[src/rtl/memory_arbiter_pkg.sv]
// Shared types for the instruction/data memory arbiter.
// Holds the RAM handshake encoding, the arbiter FSM encoding and the
// capture-register layout used by memory_arbiter.
package memory_arbiter_pkg;

  // RAM controller handshake state as reported on ramstate.
  typedef enum logic [1:0] {
    FREE   = 2'd0,
    BUSY   = 2'd1,
    ACCESS = 2'd2,
    ERROR  = 2'd3
  } ramstate_t;

  // Arbiter FSM: idle, serving a fetch, or serving a data access.
  typedef enum logic [1:0] {
    IDLE = 2'd0,
    IACC = 2'd1,
    DACC = 2'd2
  } arb_state_t;

  localparam int unsigned WORD_W         = 32;
  localparam int unsigned ARB_STARVE_MAX = 4;
  localparam int unsigned ARB_CNT_W      = 3;

  // Everything the RAM needs about the granted request, frozen on the grant edge.
  typedef struct packed {
    logic [WORD_W-1:0] addr;
    logic [WORD_W-1:0] store;
    logic              is_write;
  } capture_t;

  localparam capture_t CAPTURE_RST = '{addr: 32'h0, store: 32'h0, is_write: 1'b0};

  // A data-side request is pending when either strobe is raised.
  function automatic logic data_request(input logic dren, input logic dwen);
    return dren | dwen;
  endfunction

  // Capture image for a data grant; a simultaneous read+write is a write.
  function automatic capture_t capture_data(input logic [WORD_W-1:0] addr,
                                            input logic [WORD_W-1:0] store,
                                            input logic              dwen);
    capture_t c;
    c.addr     = addr;
    c.store    = store;
    c.is_write = dwen;
    return c;
  endfunction

  // Capture image for a fetch grant; fetches never write.
  function automatic capture_t capture_fetch(input logic [WORD_W-1:0] addr);
    capture_t c;
    c.addr     = addr;
    c.store    = 32'h0;
    c.is_write = 1'b0;
    return c;
  endfunction

endpackage

[src/rtl/memory_arbiter_starve_ctr.sv]
// Saturating starvation counter for the fetch port.
// Counts data grants taken while a fetch waits; sat tells the arbiter
// that the fetch must win the next grant.
module arb_starve_ctr #(
  parameter int unsigned STARVE_MAX = 4,
  parameter int unsigned CNT_W      = 3
) (
  input  logic CLK,
  input  logic nRST,
  input  logic inc,
  input  logic clr,
  output logic sat
);

  localparam logic [CNT_W-1:0] MAX_C = CNT_W'(STARVE_MAX);
  localparam logic [CNT_W-1:0] ONE_C = CNT_W'(1);

  logic [CNT_W-1:0] cnt_q, cnt_d;
  logic             sat_q, sat_d;

  // Next count: clear wins over increment, increment stops at the ceiling.
  always_comb begin
    cnt_d = cnt_q;
    if (clr) begin
      cnt_d = '0;
    end else if (inc && (cnt_q != MAX_C)) begin
      cnt_d = cnt_q + ONE_C;
    end else begin
      cnt_d = cnt_q;
    end
    sat_d = (cnt_d == MAX_C);
  end

  // Count and saturation flag registers.
  always_ff @(posedge CLK or negedge nRST) begin
    if (!nRST) begin
      cnt_q <= '0;
      sat_q <= 1'b0;
    end else begin
      cnt_q <= cnt_d;
      sat_q <= sat_d;
    end
  end

  assign sat = sat_q;

endmodule

[src/rtl/memory_arbiter.sv]
// memory_arbiter: shares one single-port RAM between instruction fetch and
// data access. Data has priority; a starvation counter forces a fetch after
// STARVE_MAX consecutive data grants taken while the fetch waits.
// One transaction in flight; the granted request is captured and replayed
// to the RAM until it reports ACCESS.
module memory_arbiter
  import memory_arbiter_pkg::*;
#(
  parameter int unsigned STARVE_MAX = ARB_STARVE_MAX,
  parameter int unsigned CNT_W      = ARB_CNT_W
) (
  input  logic        CLK,
  input  logic        nRST,
  input  logic        iREN,
  input  logic [31:0] iaddr,
  output logic [31:0] iload,
  output logic        ihit,
  input  logic        dREN,
  input  logic        dWEN,
  input  logic [31:0] daddr,
  input  logic [31:0] dstore,
  output logic [31:0] dload,
  output logic        dhit,
  output logic        ramREN,
  output logic        ramWEN,
  output logic [31:0] ramaddr,
  output logic [31:0] ramstore,
  input  logic [31:0] ramload,
  input  logic [1:0]  ramstate
);

  arb_state_t state_q, state_d;
  capture_t   cap_q, cap_d;

  ramstate_t  ram_st;
  logic       ram_access;
  logic       d_req;
  logic       forced_fetch;
  logic       grant_i;
  logic       grant_d;
  logic       starve_sat;
  logic       ctr_inc;
  logic       ctr_clr;

  assign ram_st       = ramstate_t'(ramstate);
  assign ram_access   = (ram_st == ACCESS);
  assign d_req        = data_request(dREN, dWEN);
  assign forced_fetch = iREN & starve_sat;

  // Starvation counter: bumped by data grants that bypass a waiting fetch.
  arb_starve_ctr #(
    .STARVE_MAX (STARVE_MAX),
    .CNT_W      (CNT_W)
  ) u_starve_ctr (
    .CLK  (CLK),
    .nRST (nRST),
    .inc  (ctr_inc),
    .clr  (ctr_clr),
    .sat  (starve_sat)
  );

  // FSM state and capture registers; reset drops any transaction at once.
  always_ff @(posedge CLK or negedge nRST) begin
    if (!nRST) begin
      state_q <= IDLE;
      cap_q   <= CAPTURE_RST;
    end else begin
      state_q <= state_d;
      cap_q   <= cap_d;
    end
  end

  // Next state and grant decision; grants only happen from IDLE.
  always_comb begin
    state_d = state_q;
    grant_i = 1'b0;
    grant_d = 1'b0;
    case (state_q)
      IDLE: begin
        if (forced_fetch) begin
          grant_i = 1'b1;
          state_d = IACC;
        end else if (d_req) begin
          grant_d = 1'b1;
          state_d = DACC;
        end else if (iREN) begin
          grant_i = 1'b1;
          state_d = IACC;
        end else begin
          state_d = IDLE;
        end
      end
      IACC, DACC: begin
        // FREE/BUSY wait, ERROR replays the captured request, ACCESS ends it.
        if (ram_access) begin
          state_d = IDLE;
        end else begin
          state_d = state_q;
        end
      end
      default: begin
        state_d = IDLE;
      end
    endcase
  end

  // Capture the winning request on its grant edge, otherwise hold.
  always_comb begin
    cap_d = cap_q;
    if (grant_d) begin
      cap_d = capture_data(daddr, dstore, dWEN);
    end else if (grant_i) begin
      cap_d = capture_fetch(iaddr);
    end else begin
      cap_d = cap_q;
    end
  end

  // Starvation bookkeeping: count bypassing data grants, clear once fetch is served or idle.
  always_comb begin
    ctr_inc = grant_d & iREN;
    ctr_clr = grant_i | ((state_q == IDLE) & ~iREN);
  end

  // Strobes from the FSM state; hits and load data only in the ACCESS cycle
  // and only while the requester still holds its request.
  always_comb begin
    ramREN = 1'b0;
    ramWEN = 1'b0;
    ihit   = 1'b0;
    dhit   = 1'b0;
    iload  = 32'h0;
    dload  = 32'h0;
    case (state_q)
      IACC: begin
        ramREN = 1'b1;
        if (ram_access && iREN) begin
          ihit  = 1'b1;
          iload = ramload;
        end else begin
          ihit  = 1'b0;
          iload = 32'h0;
        end
      end
      DACC: begin
        ramREN = ~cap_q.is_write;
        ramWEN = cap_q.is_write;
        if (ram_access && d_req) begin
          dhit  = 1'b1;
          dload = ramload;
        end else begin
          dhit  = 1'b0;
          dload = 32'h0;
        end
      end
      default: begin
        ramREN = 1'b0;
        ramWEN = 1'b0;
      end
    endcase
  end

  assign ramaddr  = cap_q.addr;
  assign ramstore = cap_q.store;

endmodule

[config.mk]
export PLATFORM = sky130hd
export DESIGN_NAME = memory_arbiter
export DESIGN_NICKNAME = d
export VERILOG_FILES = /design/src/rtl/memory_arbiter_pkg.sv /design/src/rtl/memory_arbiter_starve_ctr.sv /design/src/rtl/memory_arbiter.sv
export SDC_FILE = /design/constraint.sdc
export NUM_CORES = 1
export LEC_CHECK = 0
export ABC_AREA = 1
export CORE_ASPECT_RATIO = 1.75
export CORE_MARGIN = 3
export CORE_UTILIZATION = 36
export CTS_BUF_LIST = sky130_fd_sc_hd__clkbuf_16
export CTS_CLUSTER_DIAMETER = 50
export DETAILED_ROUTE_END_ITERATION = 8
export PLACE_DENSITY_LB_ADDON = 0.12
export SKIP_LAST_GASP = 1
export SYNTH_ARGS = -nofsm -noshare
export SYNTH_HDL_FRONTEND = slang
export SYNTH_SLANG_ARGS = --single-unit
[constraint.sdc]
create_clock -name CLK -period 2.3 [get_ports CLK]
set_input_delay 0.69 -clock CLK [delete_from_list [all_inputs] [get_ports CLK]]
set_output_delay 0.69 -clock CLK [all_outputs]
set_load 0.1 [all_outputs]
* After elaboration in Yosys (flattened, before gate mapping)
Index checks and enable logic that the tools add are counted.
** Cells by class
- $add $sub $neg :: 1
- Bitwise logic cells :: 7
- Equality and inequality tests :: 6
- Reduce and logical (&&, ||, !) cells :: 6
- Muxes and demuxes :: 26
** Operator list (count)
- 65-bit 2-to-1 mux :: 2
- 32-bit 2-to-1 mux :: 4
- 1-bit 2-to-1 mux :: 13
- 2-bit 2-to-1 mux :: 3
- 3-bit 2-to-1 mux :: 2
- 2-bit equality test (second input constant) :: 2
- 2-bit one-hot mux with 2 select lines :: 1
- 3-bit by 1-bit adder with 3-bit output (second input constant) :: 1
- 1-bit AND :: 3
- 3-bit equality test (second input constant) :: 1
- 1-bit logical AND :: 3
- 3-bit inequality test (second input constant) :: 1
- 2-bit by 1-bit equality test with 1-bit output (second input constant) :: 1
- 2-bit zero test :: 1
- 2-bit inequality test (second input constant) :: 1
- 1-bit inverter :: 2
- 1-bit OR :: 2
- 1-bit one-hot mux with 2 select lines :: 1
- 2-bit nonzero test :: 1
- 2-bit OR reduction :: 1
** Word-level totals
- Bits in registers :: 71
- Word-level logic and storage cells :: 52
- Input port bits :: 135

* Depth between registers and ports, before layout
Gate-level depths: netlist (run 1).
- Depth in word-level cells :: 9
- Depth in mapped cells :: 9
- Gate-level depth less buffers :: 9

* By module
From an unflattened synthesis (run 1), not the netlist that was laid out.
** Second synthesis, totals
- Cell total of the unflattened synthesis :: 653
- Area total of the unflattened synthesis :: 4539.4 um^2
** Modules (own cells, without submodules)
- memory_arbiter :: area an instance 4301.6 um^2, instances 1, cells each 625
- arb_starve_ctr :: area an instance 237.7 um^2, instances 1, cells each 28

* Least setup slack after synthesis (run 1)
Ideal clock, no wire load.
- Path type :: input -> output
- Start :: input port ramstate[1]
- End :: output port dload[22]
- Cell stages on the path :: 7
- Arrival time :: 2533 ps
- Buffers on the path :: 1
- Setup slack :: -923 ps
- Path through :: inv_1 -> nor2_1 -> inv_1 -> nor2_1 -> nand2_1 -> clkbuf_1 -> nor2_1
** On the way
- Cells in the longest elaborated chain, start to end :: 4
** Ends and longest elaborated chain
- from (decl) :: line memory_arbiter.sv:29 : input logic [1:0] ramstate
- 2-bit equality test :: line memory_arbiter.sv:46 : assign ram_access = (ram_st == ACCESS);
- 1-bit logical AND :: line memory_arbiter.sv:148 : if (ram_access && d_req) begin
- 32-bit 2-to-1 mux :: line memory_arbiter.sv:148
- 32-bit 2-to-1 mux :: line memory_arbiter.sv:134 : case (state_q)
- to (decl) :: line memory_arbiter.sv:22 : output logic [31:0] dload,
Every way passes these cells.

* Worst setup path after layout (run 1)
- Start :: input port ramstate[0]
- End :: output port dload[4]
The elaborated chain is that of the path after synthesis.

==> results.py, run 1 <==
metrics = {
    "yosys": {
        "synth_top_area_share_pct": 44.1,
        "ys_seq_area_share_pct": 44.1,
        "synth_warnings": 0,
        "synth_area_leaders": "dfrtp_1 44%, nand2_1 14%, buf_4 12%",
        "avgSynthCellArea_sq_um": 7.40,
        "yosysTopAreaCell": "dfrtp_1",
        "synth_nets": 684,
        "ys_seq_elements": 71,
        "synthCells": 544,
        "ys_types": 17,
        "syn-cell-area_sq_um": 4030,
    },
    "route": {
        "ant_nets": 0,
        "dr_wl_met2_um": 7930,
        "wl_met1_um": 4900,
        "avgViaCountPerCell": 4.69,
        "drt_wl_total_um": 14700,
        "top_layer": "met4",
        "met3WireLength_um": 1200,
        "drt-initial-drc-count": 114,
        "first_pass_iters": 4,
        "vias": 4189,
        "routedWlPerCell_um": 16.4,
        "post-route-drc-count": 0,
    },
    "setup_path": {
        "path_class": "in -> out",
        "cpMaxStageDelayCell": "buf_12",
        "startpoint": "ramstate[0]",
        "reg2reg_slack_ns": 0.60,
        "critPathLaunchType": "input port",
        "path_cells": "buf_6, nor2_4, inv_2, nor2_4, nand2_8, buf_16, nor2_4, buf_12",
        "critPathCaptureType": "output port",
        "required_ns": 1.61,
        "max_stage_delay_ns": 0.19,
        "reg2regPathDepth": 10,
        "reg2reg_from": "state_q[0]$_DFFE_PN0P_",
        "crit_top_cell": "nor2_4",
        "r2r_end": "u_starve_ctr.sat$_DFF_PN0_",
        "arrival_ns": 1.75,
        "crit_fanout": 7,
        "crit_end": "dload[4]",
    },
    "power": {
        "power_mw": 12.0,
        "leakage_nw": 3.70,
        "p_per_area_nw_per_um2": 1490,
        "ir_drop_mv": 1.06,
    },
    "place": {
        "place_hpwl_um": 11400,
        "gp_congestion": 0.822,
        "place_area_sq_um": 7450,
        "port_buffers": 266,
        "dp_cells": 868,
        "place_ws_ns": -0.640,
    },
    "sta": {
        "rsz0062_at_grt": "true",
        "tightest_slew_ns": 0.586,
        "skew_ns": 0.00574,
        "finalWorstSetupSlack_ns": -0.139,
        "relSlewSlack_pct": 60.9,
        "fin_crit_ns": 2.44,
        "setup_viol": 64,
        "whs_ns": 0.305,
        "clock.fmax_mhz": 410,
        "fin_crit_sh_pct": 106,
        "tns_ns": -6.49,
        "slew_viol_final": 0,
        "finalHoldViolCount": 0,
    },
    "min_path": {
        "hp-class": "in -> async",
    },
    "clock_tree": {
        "cts_tree": "built",
        "clk_latency_ns": 0.32,
        "cts_root_buffer": "clkbuf_16",
        "clkSinkCount": 71,
        "path_clk_slew_ns": 0.06,
        "cts_buffers": 9,
        "htree_levels": 3,
        "clock_path_buffers": 2,
    },
    "global_route": {
        "grt_pass1_wl_um": 22700,
        "grt_pass1_vias": 4368,
        "track_usage_pct": 23.1,
        "grt_max_degree": 49,
        "grt-ovfl-total": 0,
        "antenna_found_initial": 0,
    },
    "floorplanning": {
        "initial_utilization_pct": 37.2,
        "dieArea_sq_um": 12500,
        "rows": 50,
        "io_pins": 267,
        "dieWidth_um": 86.0,
        "coreArea_sq_um": 10800,
        "die_y_um": 146,
    },
    "run_status": {
        "status": "finished, violations left",
        "violations": "setup timing",
    },
    "finish": {
        "ff_latch_area_sq_um": 1780,
        "syn_to_final_growth_pct": 99.8,
        "diodes": 0,
        "design_area_sq_um": 8050,
        "final_common_cell": "nand2_1",
        "multi_input_area_sq_um": 1960,
        "stdcell_count": 894,
        "drive_gt1_share_pct": 34.4,
        "final_nets": 899,
        "fillCellCount": 760,
        "final_cell_mix": "147 x nand2_1, 128 x clkdlybuf4s50_1, 77 x buf_4, 76 x buf_12",
        "postLayoutCoreUtil_pct": 74.4,
    },
    "flow_run": {
        "maxCapViolCount": 0,
    },
}
-- logic make-up (layout without fill, tap and decap cells) --
logic type / count (synthesis) / in the layout / synth area share (%)
adders and majority gates: 5 / 5 / 1.55
xor gates and xnor gates: 1 / 1 / 0.217
DFF: 71 / 71 / 44.1
and+or+nand+nor: 262 / 262 / 25.3
buffers and inverters: 138 / 358 / 20.5
AOI/OAI and AO/OA: 67 / 67 / 8.33
-- worst min path at each step --
| stage | start | endpoint | slack [ns] | cells after the start |
|---|---|---|---|---|
| after floorplan | nRST | cap_q[0]$_DFFE_PN0P_ | 0.39 | 0 |
| after global placement | ramstore[12]$_DFFE_PN0P_ | ramstore[12]$_DFFE_PN0P_ | 0.45 | 2 |
| after detailed placement | ramstore[17]$_DFFE_PN0P_ | ramstore[17]$_DFFE_PN0P_ | 0.46 | 2 |
| after CTS | nRST | ramaddr[25]$_DFFE_PN0P_ | 0.31 | 1 |
| after global routing | nRST | ramaddr[24]$_DFFE_PN0P_ | 0.33 | 1 |
| final | nRST | ramaddr[28]$_DFFE_PN0P_ | 0.30 | 1 |
-- state kept, by name, indices dropped and copies added (netlist names) --
name	cells
u_starve_ctr.sat	1
state_q	2
u_starve_ctr.cnt_q	3
ramaddr	32
ramstore	32
cap_q	1
-- power by group --
part,internal [mW],total [mW],switching (mW)
sequential,1.87,2.21,0.337
clock,1.05,1.55,0.497
combinational,1.90,8.27,6.36
-- layer usage --
metal	up-vias	track usage (%)
li1	2020	-
met1	1908	24.2
met2	225	42.6
met3	36	4.53
met4	0	10.6
met5	-	0
-- layout make-up --
| cell class | count | area share, % |
|---|---|---|
| timing repair buffer | 294 | 44.9 |
| multi-input combinational | 335 | 24.4 |
| sequential | 71 | 22.1 |
| clock buffer | 9 | 2.80 |
| inverter | 48 | 2.43 |
| tap | 130 | 2.02 |
| clock inverter | 7 | 1.38 |
-- cells in the mapped netlist, drive strengths merged --
| cell | n |
|---|---|
| inv | 48 |
| a21oi | 35 |
| buf | 82 |
| o21ai | 32 |
| clkbuf | 8 |
| nand3 | 6 |
| dfrtp | 71 |
| nor2 | 107 |
| ha | 5 |
| xor2 | 1 |
| nand2 | 149 |
-- critical path: cells and delay by family --
family,cells,cell delay (ns)
buffers and inverters,4,0.54
AND/OR/NAND/NOR,4,0.53
-- repair_timing --
action                     CTS  global route
setup endpoints to repair   66            66
pin swaps                   12            11
gates cloned                 6             1
hold buffers                 0             0
setup buffers                2             2
gates resized for setup     34             8
(Power assumes the default switching activity.)
==> run 2: changes to the inputs <==
--- a/config.mk
+++ b/config.mk
@@ -13,6 +13,7 @@
 export CTS_CLUSTER_DIAMETER = 50
 export DETAILED_ROUTE_END_ITERATION = 8
 export PLACE_DENSITY_LB_ADDON = 0.12
+export RECOVER_POWER = 50
 export SKIP_LAST_GASP = 1
 export SYNTH_ARGS = -nofsm -noshare
 export SYNTH_HDL_FRONTEND = slang
==> results.py, run 2 (synthesis results as in run 1) <==
metrics = {
    "flow_run": {
        "maxCapViolCount": 1,
    },
    "min_path": {
        "whs_path_depth": 2,
        "worstHoldStart": "ramstore[20]$_DFFE_PN0P_",
        "hp-class": "reg -> reg",
        "hold_end": "ramstore[20]$_DFFE_PN0P_",
    },
    "power": {
        "leakage_nw": 3.66,
        "p_per_area_nw_per_um2": 1490,
        "ir_drop_mv": 1.06,
    },
    "route": {
        "vias": 4177,
        "avgViaCountPerCell": 4.67,
        "routedWlPerCell_um": 16.4,
        "drt_wl_total_um": 14700,
        "ant_nets": 0,
        "first_pass_iters": 4,
        "drt-initial-drc-count": 117,
        "post-route-drc-count": 0,
    },
    "sta": {
        "fin_crit_sh_pct": 106,
        "relSlewSlack_pct": -17.7,
        "whs_ns": 0.467,
        "skew_ns": 0.00574,
        "tightest_slew_ns": 1.77,
        "finalWorstSetupSlack_ns": -0.139,
        "clock.fmax_mhz": 410,
        "fin_crit_ns": 2.44,
        "rsz0062_at_grt": "true",
        "slew_viol_final": 34,
        "tns_ns": -6.48,
        "setup_viol": 64,
        "finalHoldViolCount": 0,
    },
    "clock_tree": {
        "cts_buffers": 9,
        "clock_path_buffers": 2,
        "cts_tree": "built",
        "cts_root_buffer": "clkbuf_16",
        "htree_levels": 3,
        "clk_latency_ns": 0.32,
        "hold_buffers": 0,
        "path_clk_slew_ns": 0.06,
        "clkSinkCount": 71,
    },
    "finish": {
        "final_common_cell": "nand2_1",
        "final_cell_mix": "147 x nand2_1, 128 x clkdlybuf4s50_1, 74 x buf_12, 71 x dfrtp_1, 70 x nor2_4",
        "multi_input_area_sq_um": 1960,
        "diodes": 0,
        "ff_latch_area_sq_um": 1780,
        "fillCellCount": 777,
        "postLayoutCoreUtil_pct": 73.5,
        "design_area_sq_um": 7950,
        "syn_to_final_growth_pct": 97.4,
        "stdcell_count": 894,
        "drive_gt1_share_pct": 33.9,
        "final_nets": 899,
    },
    "floorplanning": {
        "rows": 50,
        "dieArea_sq_um": 12500,
        "initial_utilization_pct": 37.2,
        "io_pins": 267,
        "die_y_um": 146,
        "coreArea_sq_um": 10800,
        "dieWidth_um": 86.0,
    },
    "setup_path": {
        "critPathCaptureType": "output port",
        "critPathLaunchType": "input port",
        "reg2reg_slack_ns": 0.18,
        "required_ns": 1.61,
        "r2r_end": "ramaddr[8]$_DFFE_PN0P_",
        "arrival_ns": 1.75,
        "reg2regPathDepth": 8,
        "crit_fanout": 6,
        "reg2reg_from": "state_q[0]$_DFFE_PN0P_",
        "path_class": "in -> out",
    },
    "global_route": {
        "antenna_found_initial": 0,
        "grt-ovfl-total": 0,
        "grt_pass1_wl_um": 22700,
        "grt_pass1_vias": 4368,
        "track_usage_pct": 23.1,
        "grt_max_degree": 49,
    },
    "place": {
        "port_buffers": 266,
        "dp_cells": 868,
        "place_hpwl_um": 11400,
        "place_area_sq_um": 7450,
        "gp_congestion": 0.822,
    },
    "run_status": {
        "violations": "capacitance limit, slew limit, setup timing",
        "status": "finished, violations left",
    },
}
-- run 2: per-layer routing --
metal	track usage (%)	up-vias	wire length, um
met5	0	-	0
li1	-	2019	-
met4	10.6	0	632
met2	42.6	218	7910
met1	24.2	1902	4980
met3	4.53	38	1160
-- run 2: repair_timing --
| item | CTS | global route |
|---|---|---|
| setup buffers | 2 | 2 |
| gates resized for setup | 34 | 8 |
| endpoints found under the setup margin | 66 | 66 |
| cloned | 6 | 1 |
| pin swaps | 12 | 11 |
-- run 2: power by group --
part           switching (mW)  leakage, nW  total [mW]  internal (mW)
Sequential              0.337        0.858        2.21           1.87
Combinational            6.35         2.64        8.09           1.74
Clock                   0.497        0.164        1.55           1.05
-- run 2: worst max-delay path by stage --
stage / from / endpoint / slack (ns)
floorplan: ramstate[1] / dload[12] / -0.26
CTS: ramstate[0] / iload[6] / -0.16
detailed placement: ramstate[1] / iload[11] / -0.64
global placement: ramstate[1] / iload[11] / -0.64
finish: ramstate[0] / iload[24] / -0.14
global route: ramstate[0] / iload[27] / -0.20
-- run 2: stage by stage --
step / total power, mW / worst slack [ns]
detailed placement: 10.5 / -0.640
global route: 12.4 / -0.198
finish: 11.8 / -0.139
global placement: 10.3 / -0.638
CTS: 12.1 / -0.160
floorplan: 9.27 / -0.259
-- run 2: final cells by class --
cell class	count	share of cell area, %
inverter	48	2.46
clock buffer	9	2.83
clock inverter	7	1.40
multi-input combinational	335	24.6
tap	130	2.05
timing repair buffer	294	44.3
sequential	71	22.3
-- run 2: worst max-delay path, cell delays in order --
cell and delay (ns):
buf_6 0.10, nor2_4 0.11, inv_2 0.07, nor2_4 0.10, nand2_4 0.09, buf_12 0.15
buf_16 0.14, nor2_4 0.13, buf_12 0.18
==> run 3: changes to the inputs <==
--- a/config.mk
+++ b/config.mk
@@ -14,6 +14,7 @@
 export DETAILED_ROUTE_END_ITERATION = 8
 export PLACE_DENSITY_LB_ADDON = 0.12
 export RECOVER_POWER = 50
+export REMOVE_ABC_BUFFERS = 1
 export SKIP_LAST_GASP = 1
 export SYNTH_ARGS = -nofsm -noshare
 export SYNTH_HDL_FRONTEND = slang
==> results.py, run 3 (synthesis results as in run 1) <==
metrics = {
    "power": {
        "p_int_mw": 4.52,
        "leakage_nw": 3.71,
        "combPwrFrac_pct": 70.0,
        "p_per_area_nw_per_um2": 1470,
        "p_clk_share_pct": 11.1,
        "ir_drop_mv": 1.14,
        "swShare_pct": 61.5,
        "p_sw_mw": 7.21,
        "p_seq_share_pct": 18.9,
    },
    "route": {
        "vias": 4280,
        "first_pass_iters": 4,
        "avgViaCountPerCell": 4.78,
        "routedWlPerCell_um": 17.4,
        "ant_nets": 0,
        "post-route-drc-count": 0,
        "drt_wl_total_um": 15500,
        "met3WireLength_um": 1250,
        "top_layer": "met4",
        "drt-initial-drc-count": 158,
        "wl_met1_um": 5210,
        "dr_wl_met2_um": 8530,
    },
    "setup_path": {
        "required_ns": 1.61,
        "arrival_ns": 1.77,
        "cpMaxStageDelayCell": "buf_12",
        "critPathLaunchType": "input port",
        "path_class": "in -> out",
        "startpoint": "ramstate[0]",
        "reg2regPathDepth": 8,
        "r2r_end": "ramaddr[8]$_DFFE_PN0P_",
        "crit_fanout": 6,
        "reg2reg_from": "state_q[0]$_DFFE_PN0P_",
        "path_cells": "buf_8, nor2_4, inv_2, nor2_2, nand2_2, buf_12, buf_16, nor2_4, buf_12",
        "reg2reg_slack_ns": 0.14,
        "critPathCaptureType": "output port",
        "max_stage_delay_ns": 0.18,
    },
    "finish": {
        "final_cell_mix": "147 x nand2_1, 128 x clkdlybuf4s50_1, 77 x buf_12, 71 x dfrtp_1, 68 x nor2_4",
        "final_common_cell": "nand2_1",
        "fillCellCount": 784,
        "drive_gt1_share_pct": 33.5,
        "design_area_sq_um": 7980,
        "final_nets": 901,
        "diodes": 0,
        "syn_to_final_growth_pct": 98.0,
    },
    "global_route": {
        "grt_pass1_vias": 4445,
        "grt_pass1_wl_um": 23800,
        "grt-ovfl-total": 0,
        "grt_max_degree": 42,
        "antenna_found_initial": 0,
        "track_usage_pct": 24.4,
    },
    "floorplanning": {
        "rows": 50,
        "dieWidth_um": 86.0,
        "initial_utilization_pct": 37.2,
        "io_pins": 267,
        "coreArea_sq_um": 10800,
        "dieArea_sq_um": 12500,
        "die_y_um": 146,
    },
    "sta": {
        "fin_crit_ns": 2.46,
        "tns_ns": -8.55,
        "relSlewSlack_pct": -16.5,
        "finalHoldViolCount": 0,
        "fin_crit_sh_pct": 107,
        "rsz0062_at_grt": "true",
        "clock.fmax_mhz": 407,
        "slew_viol_final": 32,
        "setup_viol": 66,
        "skew_ns": 0.00615,
        "finalWorstSetupSlack_ns": -0.159,
        "tightest_slew_ns": 1.75,
    },
    "clock_tree": {
        "clkSinkCount": 71,
        "cts_tree": "built",
        "clk_latency_ns": 0.32,
        "htree_levels": 3,
        "hold_buffers": 0,
        "cts_buffers": 9,
        "cts_root_buffer": "clkbuf_16",
        "path_clk_slew_ns": 0.06,
        "clock_path_buffers": 2,
    },
    "place": {
        "place_ws_ns": -0.637,
        "gp_congestion": 0.927,
        "port_buffers": 266,
        "place_area_sq_um": 6940,
        "place_hpwl_um": 11100,
    },
    "min_path": {
        "whs_path_depth": 2,
        "hold_end": "ramstore[12]$_DFFE_PN0P_",
        "worstHoldStart": "ramstore[12]$_DFFE_PN0P_",
        "hp-class": "reg -> reg",
    },
    "run_status": {
        "status": "finished, violations left",
        "violations": "capacitance limit, slew limit, setup timing",
    },
    "flow_run": {
        "maxCapViolCount": 1,
    },
}
run 3: cell count changes in the layout (fill, tap and decap cells not counted), moves of 2 or more:
cell,change
nor2_4,-2
clkinv_8,+2
o21ai_0,+2
inv_1,+3
bufinv_16,-2
nor2_1,+2
buf_12,+3
buf_16,+3
clkbuf_1,-2
o21ai_1,-2
run 3: cell type report:
type,count,area [sq um],area share (%)
repair buffers,296,3630,45.5
clock inverters,6,55.1,0.690
well taps,130,163,2.04
flip-flops and latches,71,1780,22.3
multi-input cells,335,1930,24.1
clock buffers,9,225,2.82
inverters,48,205,2.57
run 3: worst max-delay path, delay by kind of cell:
family / cells / cell delay, ns
AND/OR/NAND/NOR: 4 / 0.41
buffers and inverters: 5 / 0.66
run 3: power groups by stage:
stage               sequential, mW  combinational (mW)  clock [mW]
floorplan                     6.23                1.83           0
global placement              2.20                8.09           0
detailed placement            2.22                8.20           0
CTS                           2.21                8.43        1.34
global route                  2.29                8.57        1.38
finish                        2.21                8.22        1.30
run 3: through the flow:
stage	hold slack [ns]	cells	utilization (%)	power [mW]
finish	0.468	895	73.7	11.7
global route	0.485	895	73.7	12.2
CTS	0.302	897	74.5	12.0
detailed placement	0.460	869	64.1	10.4
global placement	0.456	869	64.1	10.3
floorplan	0.394	454	-	8.07
run 3: how the worst max path moves through the flow:
stage           endpoint  slack [ns]  cells past startpoint
2_1_floorplan   dload[0]       -1.18                      6
3_3_place_gp   iload[22]       -0.63                      9
3_5_place_dp    iload[2]       -0.64                      9
4_1_cts        dload[17]       -0.27                     11
5_1_grt        iload[10]       -0.23                      9
6_report       iload[18]       -0.16                      9
run 3: timing repair:
action	CTS	global route
endpoints found under the setup margin	66	66
resized for setup	177	16
buffers inserted	6	0
pin swaps	14	18
cloned	7	0
run 3: per-layer routing:
metal / GRT usage, % / up-vias
met2: 45.1 / 213
li1: - / 2026
met4: 10.9 / 0
met3: 6.46 / 34
met1: 24.8 / 2007
met5: 0 / -
